**src/rtl/reg_scoreboard_pkg.sv**
```systemverilog
// reg_scoreboard_pkg: shared widths and register indices for the issue scoreboard.
package reg_scoreboard_pkg;
   localparam int REG_ADDR_W = 5;
   localparam int XZR_IDX    = 31;
   localparam int LR_IDX     = 30;
   localparam int NREG       = 32;
   localparam int CNT_W      = 2;
   localparam int STALL_W    = 16;
endpackage

```
**src/rtl/reg_scoreboard_if.sv**
```systemverilog
// reg_scoreboard_if: decode issue handshake plus write-back/flush traffic into the scoreboard.
interface reg_scoreboard_if;
   import reg_scoreboard_pkg::*;
   logic                  issue_valid;
   logic                  issue_ready;
   logic [REG_ADDR_W-1:0] src1;
   logic                  src1_used;
   logic [REG_ADDR_W-1:0] src2;
   logic                  src2_used;
   logic [REG_ADDR_W-1:0] dst;
   logic                  dst_used;
   logic                  wb_valid;
   logic [REG_ADDR_W-1:0] wb_reg;
   logic                  flush;
   modport master (output issue_valid, src1, src1_used, src2, src2_used, dst, dst_used,
                   wb_valid, wb_reg, flush, input issue_ready);
   modport slave  (input issue_valid, src1, src1_used, src2, src2_used, dst, dst_used,
                   wb_valid, wb_reg, flush, output issue_ready);
endinterface

```
**src/rtl/reg_scoreboard_sb_counter.sv**
```systemverilog
// sb_counter: per-register pending-write counter; a decrement at zero is dropped and flagged.
module sb_counter import reg_scoreboard_pkg::*; #(
   parameter int W = CNT_W
) (
   input  logic clk,
   input  logic rst,
   input  logic inc,
   input  logic dec,
   input  logic clr,
   output logic full,
   output logic nonzero,
   output logic last,
   output logic underflow
);
   logic [W-1:0] cnt;
   assign full      = &cnt;
   assign nonzero   = |cnt;
   assign last      = cnt == W'(1);
   assign underflow = dec & ~nonzero;
   always_ff @(posedge clk or posedge rst)
      if (rst) cnt <= '0;
      else     cnt <= clr ? '0 : cnt + W'(inc) - W'(dec & nonzero);
endmodule

```
**src/rtl/reg_scoreboard.sv**
```systemverilog
// reg_scoreboard: RAW/overflow issue gating over per-register pending-write counters (WB_BYPASS_EN lets a same-cycle wb clear the hazard).
module reg_scoreboard import reg_scoreboard_pkg::*; (
   input  logic               clk,
   input  logic               rst,
   reg_scoreboard_if.slave    sb,
   output logic [NREG-1:0]    busy_vec,
   output logic [STALL_W-1:0] stall_cnt,
   output logic               err_underflow
);
`ifdef WB_BYPASS_EN
   localparam logic BYP = 1'b1;
`else
   localparam logic BYP = 1'b0;
`endif
   logic [NREG-1:0] full_v, last_v, uf_v;
   logic fire, wb_ok, hazard, full;
   assign wb_ok = sb.wb_valid & ~sb.flush;
   assign fire  = sb.issue_valid & sb.issue_ready;
   for (genvar r = 0; r < XZR_IDX; r++) begin : g_cnt
      sb_counter u_cnt (
         .clk       (clk),
         .rst       (rst),
         .inc       (fire & sb.dst_used & (sb.dst == REG_ADDR_W'(r))),
         .dec       (wb_ok & (sb.wb_reg == REG_ADDR_W'(r))),
         .clr       (sb.flush),
         .full      (full_v[r]),
         .nonzero   (busy_vec[r]),
         .last      (last_v[r]),
         .underflow (uf_v[r])
      );
   end
   // XZR has no counter: never busy, never full
   assign full_v[XZR_IDX]   = 1'b0;
   assign busy_vec[XZR_IDX] = 1'b0;
   assign last_v[XZR_IDX]   = 1'b0;
   assign uf_v[XZR_IDX]     = 1'b0;
   assign hazard = (sb.src1_used & busy_vec[sb.src1] &
                    ~(BYP & sb.wb_valid & (sb.wb_reg == sb.src1) & last_v[sb.src1])) |
                   (sb.src2_used & busy_vec[sb.src2] &
                    ~(BYP & sb.wb_valid & (sb.wb_reg == sb.src2) & last_v[sb.src2]));
   assign full = sb.dst_used & full_v[sb.dst] & ~(BYP & sb.wb_valid & (sb.wb_reg == sb.dst));
   assign sb.issue_ready = ~hazard & ~full & ~sb.flush;
   always_ff @(posedge clk or posedge rst)
      if (rst) begin
         stall_cnt     <= '0;
         err_underflow <= 1'b0;
      end else begin
         if (sb.issue_valid & ~sb.issue_ready & ~&stall_cnt) stall_cnt <= stall_cnt + 1'b1;
         if (|uf_v) err_underflow <= 1'b1;
      end
endmodule

```
**src/flat_wrapper.sv**
```systemverilog
// flat-port wrapper written by rule: the top's interface ports become plain ports
module reg_scoreboard_flat import reg_scoreboard_pkg::*;
  (clk, rst, busy_vec, stall_cnt, err_underflow, sb_issue_valid, sb_src1, sb_src1_used, sb_src2, sb_src2_used, sb_dst, sb_dst_used, sb_wb_valid, sb_wb_reg, sb_flush, sb_issue_ready);
  reg_scoreboard_if sb_i ();
  input  logic clk;
  input  logic rst;
  output logic [NREG-1:0] busy_vec;
  output logic [STALL_W-1:0] stall_cnt;
  output logic err_underflow;
  input wire logic [$bits(sb_i.issue_valid)-1:0] sb_issue_valid;
  input wire logic [$bits(sb_i.src1)-1:0] sb_src1;
  input wire logic [$bits(sb_i.src1_used)-1:0] sb_src1_used;
  input wire logic [$bits(sb_i.src2)-1:0] sb_src2;
  input wire logic [$bits(sb_i.src2_used)-1:0] sb_src2_used;
  input wire logic [$bits(sb_i.dst)-1:0] sb_dst;
  input wire logic [$bits(sb_i.dst_used)-1:0] sb_dst_used;
  input wire logic [$bits(sb_i.wb_valid)-1:0] sb_wb_valid;
  input wire logic [$bits(sb_i.wb_reg)-1:0] sb_wb_reg;
  input wire logic [$bits(sb_i.flush)-1:0] sb_flush;
  output wire logic [$bits(sb_i.issue_ready)-1:0] sb_issue_ready;
  assign sb_i.issue_valid = sb_issue_valid;
  assign sb_i.src1 = sb_src1;
  assign sb_i.src1_used = sb_src1_used;
  assign sb_i.src2 = sb_src2;
  assign sb_i.src2_used = sb_src2_used;
  assign sb_i.dst = sb_dst;
  assign sb_i.dst_used = sb_dst_used;
  assign sb_i.wb_valid = sb_wb_valid;
  assign sb_i.wb_reg = sb_wb_reg;
  assign sb_i.flush = sb_flush;
  assign sb_issue_ready = sb_i.issue_ready;
  reg_scoreboard u_core (.clk(clk), .rst(rst), .sb(sb_i), .busy_vec(busy_vec), .stall_cnt(stall_cnt), .err_underflow(err_underflow));
endmodule
```
**config.mk**
```make
export PLATFORM = sky130hd
export DESIGN_NAME = reg_scoreboard_flat
export DESIGN_NICKNAME = d
export VERILOG_FILES = /design/src/rtl/reg_scoreboard_pkg.sv /design/src/rtl/reg_scoreboard_if.sv /design/src/rtl/reg_scoreboard_sb_counter.sv /design/src/rtl/reg_scoreboard.sv /design/src/flat_wrapper.sv
export SDC_FILE = /design/constraint.sdc
export NUM_CORES = 1
export LEC_CHECK = 0
export ABC_AREA = 1
export CAP_MARGIN = 20
export CELL_PAD_IN_SITES_DETAIL_PLACEMENT = 2
export CELL_PAD_IN_SITES_GLOBAL_PLACEMENT = 2
export CORE_MARGIN = 4
export CORE_UTILIZATION = 35
export CTS_BUF_LIST = sky130_fd_sc_hd__clkbuf_8
export DETAILED_ROUTE_END_ITERATION = 10
export PLACE_DENSITY = 0.94
export SYNTH_ARGS = -nofsm -noshare
export SYNTH_HDL_FRONTEND = slang
export SYNTH_SLANG_ARGS = --single-unit
```
**constraint.sdc**
```tcl
create_clock -name clk -period 5.1 [get_ports clk]
set_clock_uncertainty 0.15 [all_clocks]
set_input_delay 0.765 -clock clk [delete_from_list [all_inputs] [get_ports clk]]
set_output_delay 0.765 -clock clk [all_outputs]
set_load 0.01 [all_outputs]
```
---- Word-level counts from Yosys, hierarchy flattened ----
Cells that the tools add are included.
word-level totals
  bits of input ports ..................... 28
  register bits ........................... 79
cells by class
  add/subtract/negate cells ............... 63
  bitwise logic cells ..................... 170
  eq/ne operators ......................... 60
  $lt $le $gt $ge ......................... 3
  reductions and logical operators ........ 67
  mux-type cells .......................... 37
operator list
  kind                                                                   number
  5-bit == test (second input constant)                                  30
  1-bit AND                                                              134
  5-bit by 4-bit == test with 1-bit output (second input constant)       16
  2-bit by 1-bit adder with 2-bit output                                 31
  2-bit two-way mux                                                      31
  2-bit AND reduction                                                    31
  2-bit OR reduction                                                     31
  2-bit by 1-bit subtractor with 2-bit output                            31
  5-bit by 3-bit == test with 1-bit output (second input constant)       8
  1-bit NOT                                                              35
  31-bit OR reduction                                                    1
  5-bit by 2-bit == test with 1-bit output (second input constant)       4
  5-bit by 6-bit < comparator with 1-bit output (second input constant)  3
  16-bit by 1-bit adder with 16-bit output (second input constant)       1
  16-bit AND reduction                                                   1
  1-bit binary-select mux with 5-bit select                              3
  5-bit by 1-bit == test with 1-bit output (second input constant)       2
  5-bit zero test                                                        2
  1-bit two-way mux                                                      3
  1-bit zero test                                                        1
  1-bit bitwise OR                                                       1

---- Longest topological paths before layout ----
Gate-level depths: netlist of run 1.
  depth in word-level cells ............... 14
  depth in mapped cells ................... 20
  gate-level depth less buffers ........... 17

---- Modules after synthesis ----
Synthesis of run 1 repeated with hierarchy kept, for this count alone.
second synthesis, totals
  cells, all modules ...................... 1338
  area, all modules ....................... 7856.3 um^2
modules (own cells, without submodules)
  module          instances  cells each  area an instance (um^2)  seq. area each (um^2)
  sb_counter      31         26          165.2                    50.0
  reg_scoreboard  1          532         2736.4                   425.4

---- Least setup slack after synthesis of run 1 ----
No wires, ideal clock.
  kind .................................... in2reg
  from .................................... input sb_dst[0]
  to ...................................... register u_core.g_cnt[0].u_cnt.cnt[1]
  setup time .............................. 0.132 ns
  stages .................................. 18
  data required time ...................... 4.818 ns
  arrival time ............................ 2.567 ns
  slack ................................... 2.251 ns
  cells stage by stage .................... buf_4 -> inv_1 -> nor2_2 -> buf_4 -> nand3_1 -> nand2_1 -> nor2_1 -> nand2_1 -> o21ai_1 -> nand3_1 -> nand4_2 -> inv_2 -> nand2_1 -> buf_2 -> nor2_1 -> ha_1 -> xor2_1 -> nor2_1
between the ends
  longest elaborated chain between the ends .. 12
RTL lines
  item                                         line                             source
  start, declared                              flat_wrapper.sv:15               input wire logic [$bits(sb_i.dst)-1:0] sb_dst;
  1-bit binary-select mux with 5-bit select    reg_scoreboard.sv:41             assign full = sb.dst_used & full_v[sb.dst] & ~(BYP & sb.wb_valid & (sb.wb_reg == sb.dst));
  1-bit two-way mux (implied by the code)      reg_scoreboard.sv:41
  1-bit AND                                    reg_scoreboard.sv:41
  1-bit NOT                                    reg_scoreboard.sv:42             assign sb.issue_ready = ~hazard & ~full & ~sb.flush;
  1-bit AND (2 in series)                      reg_scoreboard.sv:42
  named net sb_issue_ready                     flat_wrapper.sv:20               output wire logic [$bits(sb_i.issue_ready)-1:0] sb_issue_ready;
  1-bit AND                                    reg_scoreboard.sv:18             assign fire = sb.issue_valid & sb.issue_ready;
  1-bit AND (2 in series)                      reg_scoreboard.sv:23             .inc (fire & sb.dst_used & (sb.dst == REG_ADDR_W'(r))),
  2-bit by 1-bit adder with 2-bit output       reg_scoreboard_sb_counter.sv:22  else cnt <= clr ? '0 : cnt + W'(inc) - W'(dec & nonzero);
  2-bit by 1-bit subtractor with 2-bit output  reg_scoreboard_sb_counter.sv:22
  2-bit two-way mux                            reg_scoreboard_sb_counter.sv:22
  end signal, assigned                         reg_scoreboard_sb_counter.sv:22
  end, declared                                reg_scoreboard_sb_counter.sv:15  logic [W-1:0] cnt;
The timed path passes the listed nets, and every way through them passes these cells. The select of a mux whose other input is x is not followed.
A chain may end at the register's enable or synchronous reset.

---- Final worst setup path of run 1 ----
  from .................................... input sb_dst[0]
  to ...................................... output sb_issue_ready
between the ends
  longest elaborated chain between the ends .. 6
RTL lines
  item                                       line
  1-bit binary-select mux with 5-bit select  reg_scoreboard.sv:41
  1-bit two-way mux (implied by the code)    reg_scoreboard.sv:41
  1-bit AND                                  reg_scoreboard.sv:41
  1-bit NOT                                  reg_scoreboard.sv:42
  1-bit AND (2 in series)                    reg_scoreboard.sv:42
  end, declared                              flat_wrapper.sv:20
Every way passes these cells. The select of a mux whose other input is x is not followed.

==> results.json, run 1 <==
{
  "post_synth_most_frequent_cells": "233 x nand2_1, 176 x inv_1, 173 x nor2_1, 118 x nand3_1, 79 x dfrtp_1",
  "dieHeight_um": 150,
  "hold_slack_ns": 0.399,
  "dr.pass1.iters": 4,
  "synth_area_leader_cell": "dfrtp_1",
  "cts_sinks": 79,
  "fin_tns_setup_ns": 0,
  "dp.cells": 1346,
  "irDropWorstVdd_mv": 0.137,
  "max_freq_mhz": 210,
  "synth_top_area_share": 0.282,
  "ios": 78,
  "clk_pin_slew_worst_paths_ns": 0.10,
  "cts_buffers": 9,
  "required_ns": 4.18,
  "dp_hpwl_um": 22600,
  "setup_viol": 0,
  "drive_gt1_frac": 0.0373,
  "cts_hold_buf": 0,
  "tightestPinTransition_ns": 0.772,
  "cts_buffer_depth": 2,
  "rows": 51,
  "track_usage": 0.284,
  "fin_ws_ns": 0.337,
  "min_period_ns": 4.76,
  "critical_path_class": "primary input to primary output",
  "dieWidth_um": 150,
  "initial_utilization": 0.358,
  "synthesis.area_sq_um": 7020,
  "synth-main-ff-cell": "dfrtp_1",
  "crit_buf_inv": 4,
  "synth_edf_count": 0,
  "worst_skew_pair.late_latency_ns": 0.40,
  "h-tree-depth": 3,
  "p_per_area_nw_per_um2": 184,
  "syn_nets": 1145,
  "drv_slew": 0,
  "yosys.cell_count.top_type": "nand2_1",
  "ys_warn_count": 0,
  "synthArstFlopShare": 1.00,
  "critical-path-top-delay-family": "buffers and inverters",
  "dp_slack_ns": 0.219,
  "cp_cell_sequence": "clkdlybuf4s50_1, inv_1, nor2_4, nand2_1, nand2_1, nor2_1, nor2_1, nor2_1, nand2_1, nand2_1, nand3_1, nand4_2, inv_2, clkdlybuf4s50_1",
  "ys_types": 30,
  "arrival_ns": 3.85,
  "gp_congestion": 0.841,
  "syn2layout_area_growth_pct": 14.6,
  "cp_slowest_stage_delay_ns": 0.76,
  "die_area_sq_um": 22400,
  "cp_common_cell": "nand2_1",
  "portBuffers": 76,
  "cts-root-buf": "clkbuf_8",
  "synth.ff_latch_count": 79,
  "synth.avg_cell_area_sq_um": 6.66,
  "antennaDiodeCount": 0,
  "start_kind": "primary input",
  "first_global_vias": 8352,
  "vias_per_cell": 5.38,
  "p_leak_nw": 4.07,
  "yosysSeqAreaShare": 0.282,
  "hold_class": "flop to flop",
  "drt_iter0_markers": 431,
  "relSlewSlack": 0.484,
  "fin_cells": 1363,
  "ys_top_cells_by_area": "dfrtp_1 28%, nand2_1 12%, ha_1 11%",
  "final_nets": 1184,
  "crit_path_max_fanout": 11,
  "num_vias": 7328,
  "cpMaxStageDelayCell": "clkdlybuf4s50_1",
  "drc_errors": 0,
  "antenna_found_initial": 0,
  "wl_per_cell_um": 23.0,
  "status": "finished, final reports clean",
  "ant_nets": 0,
  "gr-total-overflow": 0,
  "grt_start_max_net_pins": 63,
  "core_area_sq_um": 19600,
  "rsz0062_at_grt": "no",
  "wl_um": 31400,
  "hold_viol_final": 0,
  "worst_setup_path_end_kind": "primary output",
  "max_cap_viol_count": 0,
  "cts_tree": "done",
  "synthCells": 1054,
  "grt_pass1_wl_um": 48500,
  "period_share": 0.934,
  "final_util": 0.410
}
sequential cells by signal (all words and copies together) (netlist names):
signal and flops:
u_core.g_cnt.u_cnt.cnt 62, u_core.stall_cnt 16, u_core.err_underflow 1
power breakdown:
part	switching [mW]	internal (mW)
Sequential	0.0204	0.643
Clock	0.289	0.228
Combinational	0.196	0.105
worst register-to-register path: stages (launching register included):
cell	delay [ns]
dfrtp_1	0.42
nor2_1	0.62
inv_1	0.18
nand2_1	0.10
nand3_1	0.08
nand2_1	0.08
nand2_1	0.08
nand2_1	0.07
nand3_1	0.08
nand3_1	0.14
nand4_2	0.15
inv_2	0.10
nand2_1	0.40
buf_4	0.39
nor2_1	0.12
ha_1	0.18
xor2_1	0.20
nor2_1	0.09
metrics by stage:
stage               power (mW)  instance area [sq um]
floorplan                0.834                   7020
global placement         0.948                   7810
detailed placement       0.965                   7810
CTS                       1.48                   8010
global route              1.55                   8040
finish                    1.48                   8040
cells by family after synthesis:
| family | Yosys count | synth area share |
|---|---|---|
| buffers and inverters | 249 | 0.157 |
| DFF | 79 | 0.282 |
| other | 1 | 0.000534 |
| AOI/OAI and AO/OA | 10 | 0.00909 |
| adders and majority gates | 63 | 0.112 |
| xor gates and xnor gates | 74 | 0.0924 |
| and+or+nand+nor | 578 | 0.347 |
cell type report:
cell class | instances | area, sq um
Fill cell | 2397 | 11500
Multi-Input combinational cell | 726 | 3940
Sequential cell | 79 | 1980
Timing Repair Buffer | 92 | 896
Inverter | 185 | 696
Tap cell | 265 | 332
Clock buffer | 9 | 124
Clock inverter | 7 | 73.8
cell usage in the layout, fill, tap and decap left out, types with 15 or more instances in the layout:
cell type	count
buf_4	15
clkdlybuf4s50_1	75
dfrtp_1	79
ha_1	63
inv_1	176
nand2_1	233
nand3_1	118
nor2_1	173
nor3_1	23
nor4_1	15
xnor2_1	33
xor2_1	41
final timing paths:
path	start	end	slack (ns)	cells after the start
max	sb_dst[0]	sb_issue_ready	0.34	14
min	u_core.stall_cnt[4]$_DFFE_PP0P_	u_core.stall_cnt[4]$_DFFE_PP0P_	0.40	2
max reg2reg	u_core.g_cnt[12].u_cnt.cnt[1]$_DFF_PP0_	u_core.g_cnt[6].u_cnt.cnt[1]$_DFF_PP0_	1.32	17
min reg2reg	u_core.stall_cnt[4]$_DFFE_PP0P_	u_core.stall_cnt[4]$_DFFE_PP0P_	0.40	2
max in group asynchronous	rst	u_core.g_cnt[12].u_cnt.cnt[1]$_DFF_PP0_	3.41	4
min in group asynchronous	rst	u_core.g_cnt[0].u_cnt.cnt[1]$_DFF_PP0_	0.43	2
timing repair:
| item | 4_1_cts | 5_1_grt |
|---|---|---|
| gates resized for setup | 0 | 1 |
| endpoints found under the setup margin | 0 | 1 |
| setup buffers | 0 | 0 |
per-layer routing:
layer  routed length (um)  vias up  global-route usage
li1                     -     3291                   -
met1                13200     3699               0.336
met2                15400      247               0.493
met3                 1410       91              0.0409
met4                 1420        0               0.156
met5                    0        -                   0
Power figures use the tool's default switching activity.
==> run 2, diff against run 1 <==
- ABC_AREA: 1 -> default
- CORE_UTILIZATION: 35 -> 39
- PLACE_DENSITY: 0.94 -> 0.95
==> results.json, run 2 <==
{
  "status": "finished, final reports clean",
  "antenna_found_initial": 0,
  "antennaDiodeCount": 0,
  "rr_startpoint": "u_core.g_cnt[5].u_cnt.cnt[0]$_DFF_PP0_",
  "ant_nets": 0,
  "worst_setup_path_end_kind": "primary output",
  "clk_pin_slew_worst_paths_ns": 0.09,
  "synth_edf_count": 0,
  "num_vias": 6284,
  "layout_common_cells": "98 x inv_1, 79 x nor2_1, 79 x dfrtp_1",
  "max_freq_mhz": 202,
  "cts-root-buf": "clkbuf_8",
  "fin_ws_ns": 0.142,
  "post_synth_most_frequent_cells": "98 x inv_1, 79 x dfrtp_1, 79 x nor2_1, 63 x ha_1, 46 x xor2_1",
  "required_ns": 4.18,
  "use_met3": 0.0528,
  "hold_viol_final": 0,
  "wl_per_cell_um": 27.1,
  "dp_hpwl_um": 21000,
  "p_per_area_nw_per_um2": 199,
  "hold_start": "u_core.stall_cnt[9]$_DFFE_PP0P_",
  "largest_reg_flops": 62,
  "min_period_ns": 4.96,
  "core_area_sq_um": 16600,
  "rsz0062_at_grt": "no",
  "synth_top_area_share": 0.299,
  "synthCells": 766,
  "synth.ff_latch_count": 79,
  "rr_worst_depth": 13,
  "syn2layout_area_growth_pct": 15.1,
  "ios": 78,
  "worst_skew_pair.late_latency_ns": 0.38,
  "yosys.cell_count.top_type": "inv_1",
  "dr.pass1.iters": 5,
  "cts_tree": "done",
  "critical_path_class": "primary input to primary output",
  "hold_class": "flop to flop",
  "rows": 47,
  "initial_utilization": 0.399,
  "cts_buffer_depth": 2,
  "crit_path_max_fanout": 16,
  "irDropWorstVdd_mv": 0.168,
  "gr-total-overflow": 0,
  "fillers": 1838,
  "drv_slew": 0,
  "cts_hold_buf": 0,
  "final_common_cell": "inv_1",
  "largestRegisters": "u_core.g_cnt.u_cnt.cnt (62), u_core.stall_cnt (16), u_core.err_underflow (1)",
  "drc_errors": 0,
  "track_usage": 0.290,
  "groute.layer.met1.usage": 0.353,
  "syn_nets": 857,
  "dieWidth_um": 138,
  "rrSetupSlack_ns": 0.80,
  "drt_iter0_markers": 555,
  "period_share": 0.972,
  "wl_um": 28000,
  "grt_pass1_wl_um": 42700,
  "fin_tns_setup_ns": 0,
  "yosysSeqAreaShare": 0.299,
  "synth_area_leader_cell": "dfrtp_1",
  "dp_slack_ns": 0.0639,
  "h-tree-depth": 3,
  "start_kind": "primary input",
  "portBuffers": 76,
  "synthArstFlopShare": 1.00,
  "whs_path_depth": 1,
  "r2r_end": "u_core.g_cnt[6].u_cnt.cnt[1]$_DFF_PP0_",
  "relSlewSlack": 0.344,
  "cts_sinks": 79,
  "ys_warn_count": 0,
  "synth.avg_cell_area_sq_um": 8.64,
  "holdPathEnd": "u_core.stall_cnt[9]$_DFFE_PP0P_",
  "gp_congestion": 0.969,
  "first_global_vias": 6866,
  "max_cap_viol_count": 0,
  "ys_top_cells_by_area": "dfrtp_1 30%, ha_1 12%, xor2_1 6.1%",
  "arrival_ns": 4.04,
  "grt_start_max_net_pins": 64,
  "vias_per_cell": 6.08,
  "cts_buffers": 9,
  "die_area_sq_um": 19100,
  "synth-main-ff-cell": "dfrtp_1",
  "synthesis.area_sq_um": 6620,
  "final_nets": 900,
  "globalRouteMet2Util": 0.506,
  "dieHeight_um": 138,
  "setup_viol": 0,
  "ys_types": 65,
  "tightestPinTransition_ns": 0.983,
  "p_leak_nw": 3.84,
  "drive_gt1_frac": 0.0835,
  "grt-busiest-layer": "met2",
  "largest_register": "u_core.g_cnt.u_cnt.cnt"
}
[run 2: cell count changes after synthesis, sizes merged, moves of 15 or more]
cell | previous run | this run
a21oi | 4 | 19
nor2b | 0 | 35
inv | 178 | 99
nor3 | 23 | 47
nor2 | 174 | 79
nand3 | 118 | 24
nand2 | 234 | 27
[run 2: repair_timing]
action	in CTS	in global routing
resized for setup	0	2
endpoints found under the setup margin	0	1
buffers inserted	0	0
[run 2: logic make-up after synthesis]
family / after synthesis / share of synthesized area
simple gates: 279 / 0.232
fa+ha+maj: 63 / 0.119
xor+xnor: 77 / 0.102
mux: 11 / 0.0340
flops: 79 / 0.299
other cells: 1 / 0.000567
compound gates: 94 / 0.0991
buf+inv: 162 / 0.114
[run 2: worst max path at each step]
stage	from	end	slack, ns	depth (start not counted)
after floorplan	sb_dst[1]	u_core.g_cnt[23].u_cnt.cnt[1]$_DFF_PP0_	1.55	14
after global placement	sb_src2[2]	u_core.g_cnt[6].u_cnt.cnt[1]$_DFF_PP0_	0.29	12
after detailed placement	sb_dst[1]	u_core.g_cnt[6].u_cnt.cnt[1]$_DFF_PP0_	0.06	13
after CTS	sb_dst[1]	sb_issue_ready	0.13	9
after global routing	sb_dst[3]	sb_issue_ready	0.003	9
final	sb_dst[3]	sb_issue_ready	0.14	9
[run 2: critical path, stage by stage]
cell and delay, ns:
clkdlybuf4s50_1 0.90, nand2b_1 0.35, a211oi_1 0.39, or3_1 0.19
nor4_2 0.06, nor4_4 0.47, nand2_1 0.27, inv_1 0.11
clkdlybuf4s50_1 0.54
[run 2: per-layer routing]
metal	wire length, um	part of all wire
met5	0	0
met4	1340	0.048
met3	1760	0.063
met2	13800	0.49
met1	11100	0.39
[run 2: cell type report]
class                      instances  area, sq um  share of cell area
timing repair buffer              95          901               0.118
sequential                        79         1980               0.260
multi-input combinational        525         3880               0.510
clock buffer                      11          151              0.0199
inverter                          99          373              0.0490
tap                              220          275              0.0361
clock inverter                     5         57.6             0.00756
[run 2: through the flow]
stage	hold slack [ns]	utilization	cells	cell area, sq um	total power [mW]
after global routing	0.360	0.459	1034	7620	1.58
after CTS	0.343	0.459	1033	7610	1.52
after floorplan	0.365	-	766	6620	0.846
after global placement	0.334	0.446	1017	7400	0.981
after detailed placement	0.327	0.446	1017	7400	0.998
final	0.345	0.459	1034	7620	1.52
[run 2: where the power goes]
part           switching (mW)  internal [mW]
Combinational           0.177          0.122
Sequential             0.0437          0.650
Clock                   0.273          0.252
Total                   0.494           1.02
==> run 3, diff against run 2 <==
- SLEW_MARGIN: default -> 25
==> results.json, run 3 (synthesis gave the netlist of run 2 again) <==
{
  "final_nets": 899,
  "largest_reg_flops": 62,
  "dieWidth_um": 138,
  "max_cap_viol_count": 0,
  "final_common_cell": "inv_1",
  "drc_errors": 0,
  "drt_iter0_markers": 492,
  "largest_register": "u_core.g_cnt.u_cnt.cnt",
  "worst_setup_path_end_kind": "primary output",
  "rsz0062_at_grt": "no",
  "vias_per_cell": 6.05,
  "cts_tree": "done",
  "num_vias": 6253,
  "drv_slew": 0,
  "gr-total-overflow": 0,
  "cts_sinks": 79,
  "post_cts_buffers": 0,
  "h-tree-depth": 3,
  "layout_common_cells": "98 x inv_1, 79 x nor2_1, 79 x dfrtp_1",
  "die_area_sq_um": 19100,
  "fin_tns_setup_ns": 0,
  "critical_path_class": "primary input to primary output",
  "min_period_ns": 4.97,
  "p_per_area_nw_per_um2": 199,
  "clk_pin_slew_worst_paths_ns": 0.09,
  "drive_gt1_frac": 0.0824,
  "relSlewSlack": 0.488,
  "grt_start_max_net_pins": 64,
  "dieHeight_um": 138,
  "ant_nets": 0,
  "initial_utilization": 0.399,
  "wl_per_cell_um": 27.0,
  "fin_ws_ns": 0.133,
  "cts_buffer_depth": 2,
  "antennaDiodeCount": 0,
  "dp_hpwl_um": 21000,
  "cts-root-buf": "clkbuf_8",
  "hold_viol_final": 0,
  "crit_path_max_fanout": 16,
  "first_global_vias": 6866,
  "core_area_sq_um": 16600,
  "wl_um": 27900,
  "portBuffers": 76,
  "antenna_found_initial": 0,
  "p_leak_nw": 3.84,
  "fillers": 1832,
  "required_ns": 4.18,
  "grt_pass1_wl_um": 42700,
  "status": "finished, final reports clean",
  "irDropWorstVdd_mv": 0.167,
  "track_usage": 0.290,
  "hold_class": "flop to flop",
  "ios": 78,
  "syn2layout_area_growth_pct": 15.1,
  "dp_slack_ns": 0.0639,
  "gp_congestion": 0.969,
  "max_freq_mhz": 201,
  "arrival_ns": 4.05,
  "rrSetupSlack_ns": 0.78,
  "start_kind": "primary input",
  "setup_viol": 0,
  "largestRegisters": "u_core.g_cnt.u_cnt.cnt (62), u_core.stall_cnt (16), u_core.err_underflow (1)",
  "cts_hold_buf": 0,
  "rows": 47,
  "worst_skew_pair.late_latency_ns": 0.38,
  "tightestPinTransition_ns": 0.767,
  "cts_buffers": 9,
  "dr.pass1.iters": 5,
  "period_share": 0.974
}
==> run 3: changes by cell type in the layout (fill, tap and decap cells not counted), sizes merged <==
cell | before | now
buf | 20 | 19
clkinv | 2 | 1
inv | 99 | 100
==> run 3: power by group <==
part / internal [mW] / switching (mW) / total [mW]
clock network: 0.252 / 0.269 / 0.521
registers: 0.650 / 0.0444 / 0.695
logic: 0.122 / 0.177 / 0.298
==> run 3: layout make-up <==
cell class              instances  area, sq um  share of cell area
inverters                      99          374              0.0491
well taps                     220          275              0.0362
repair buffers                 94          896               0.118
clock inverters                 5         57.6             0.00756
clock buffers                  11          151              0.0199
multi-input cells             525         3880               0.510
flip-flops and latches         79         1980               0.260
==> run 3: final timing paths <==
| check | endpoint | from | depth (start not counted) |
|---|---|---|---|
| max | sb_issue_ready | sb_dst[3] | 9 |
| min | u_core.stall_cnt[9]$_DFFE_PP0P_ | u_core.stall_cnt[9]$_DFFE_PP0P_ | 1 |
| max reg2reg | u_core.g_cnt[6].u_cnt.cnt[1]$_DFF_PP0_ | u_core.g_cnt[5].u_cnt.cnt[0]$_DFF_PP0_ | 13 |
| min reg2reg | u_core.stall_cnt[9]$_DFFE_PP0P_ | u_core.stall_cnt[9]$_DFFE_PP0P_ | 1 |
| max in group asynchronous | u_core.g_cnt[8].u_cnt.cnt[1]$_DFF_PP0_ | rst | 3 |
| min in group asynchronous | u_core.g_cnt[28].u_cnt.cnt[0]$_DFF_PP0_ | rst | 2 |
==> run 3: routing by layer <==
metal	wire, um	global-route usage
met5	0	0
met4	1260	0.122
met3	1800	0.0528
met1	10900	0.353
met2	13900	0.506
==> run 3: through the flow <==
stage          utilization  instance area [sq um]  instances  power (mW)  hold WS (ns)
2_1_floorplan            -                   6620        766       0.846         0.365
3_3_place_gp         0.446                   7400       1017       0.981         0.334
3_5_place_dp         0.446                   7400       1017       0.998         0.327
4_1_cts              0.459                   7610       1033        1.52         0.343
5_1_grt              0.459                   7610       1033        1.58         0.360
6_report             0.459                   7610       1033        1.51         0.344
==> run 3: what timing repair did <==
item / in CTS / in global routing
hold endpoints to repair: 0 / 0
setup endpoints to repair: 0 / 1
gates resized for setup: 0 / 2
==> run 3: worst max-delay path, cell delays in order <==
cell	delay, ns
clkdlybuf4s50_1	0.90
nand2b_1	0.35
a211oi_1	0.39
or3_1	0.19
nor4_2	0.06
nor4_4	0.46
nand2_1	0.28
inv_1	0.11
clkdlybuf4s50_1	0.54
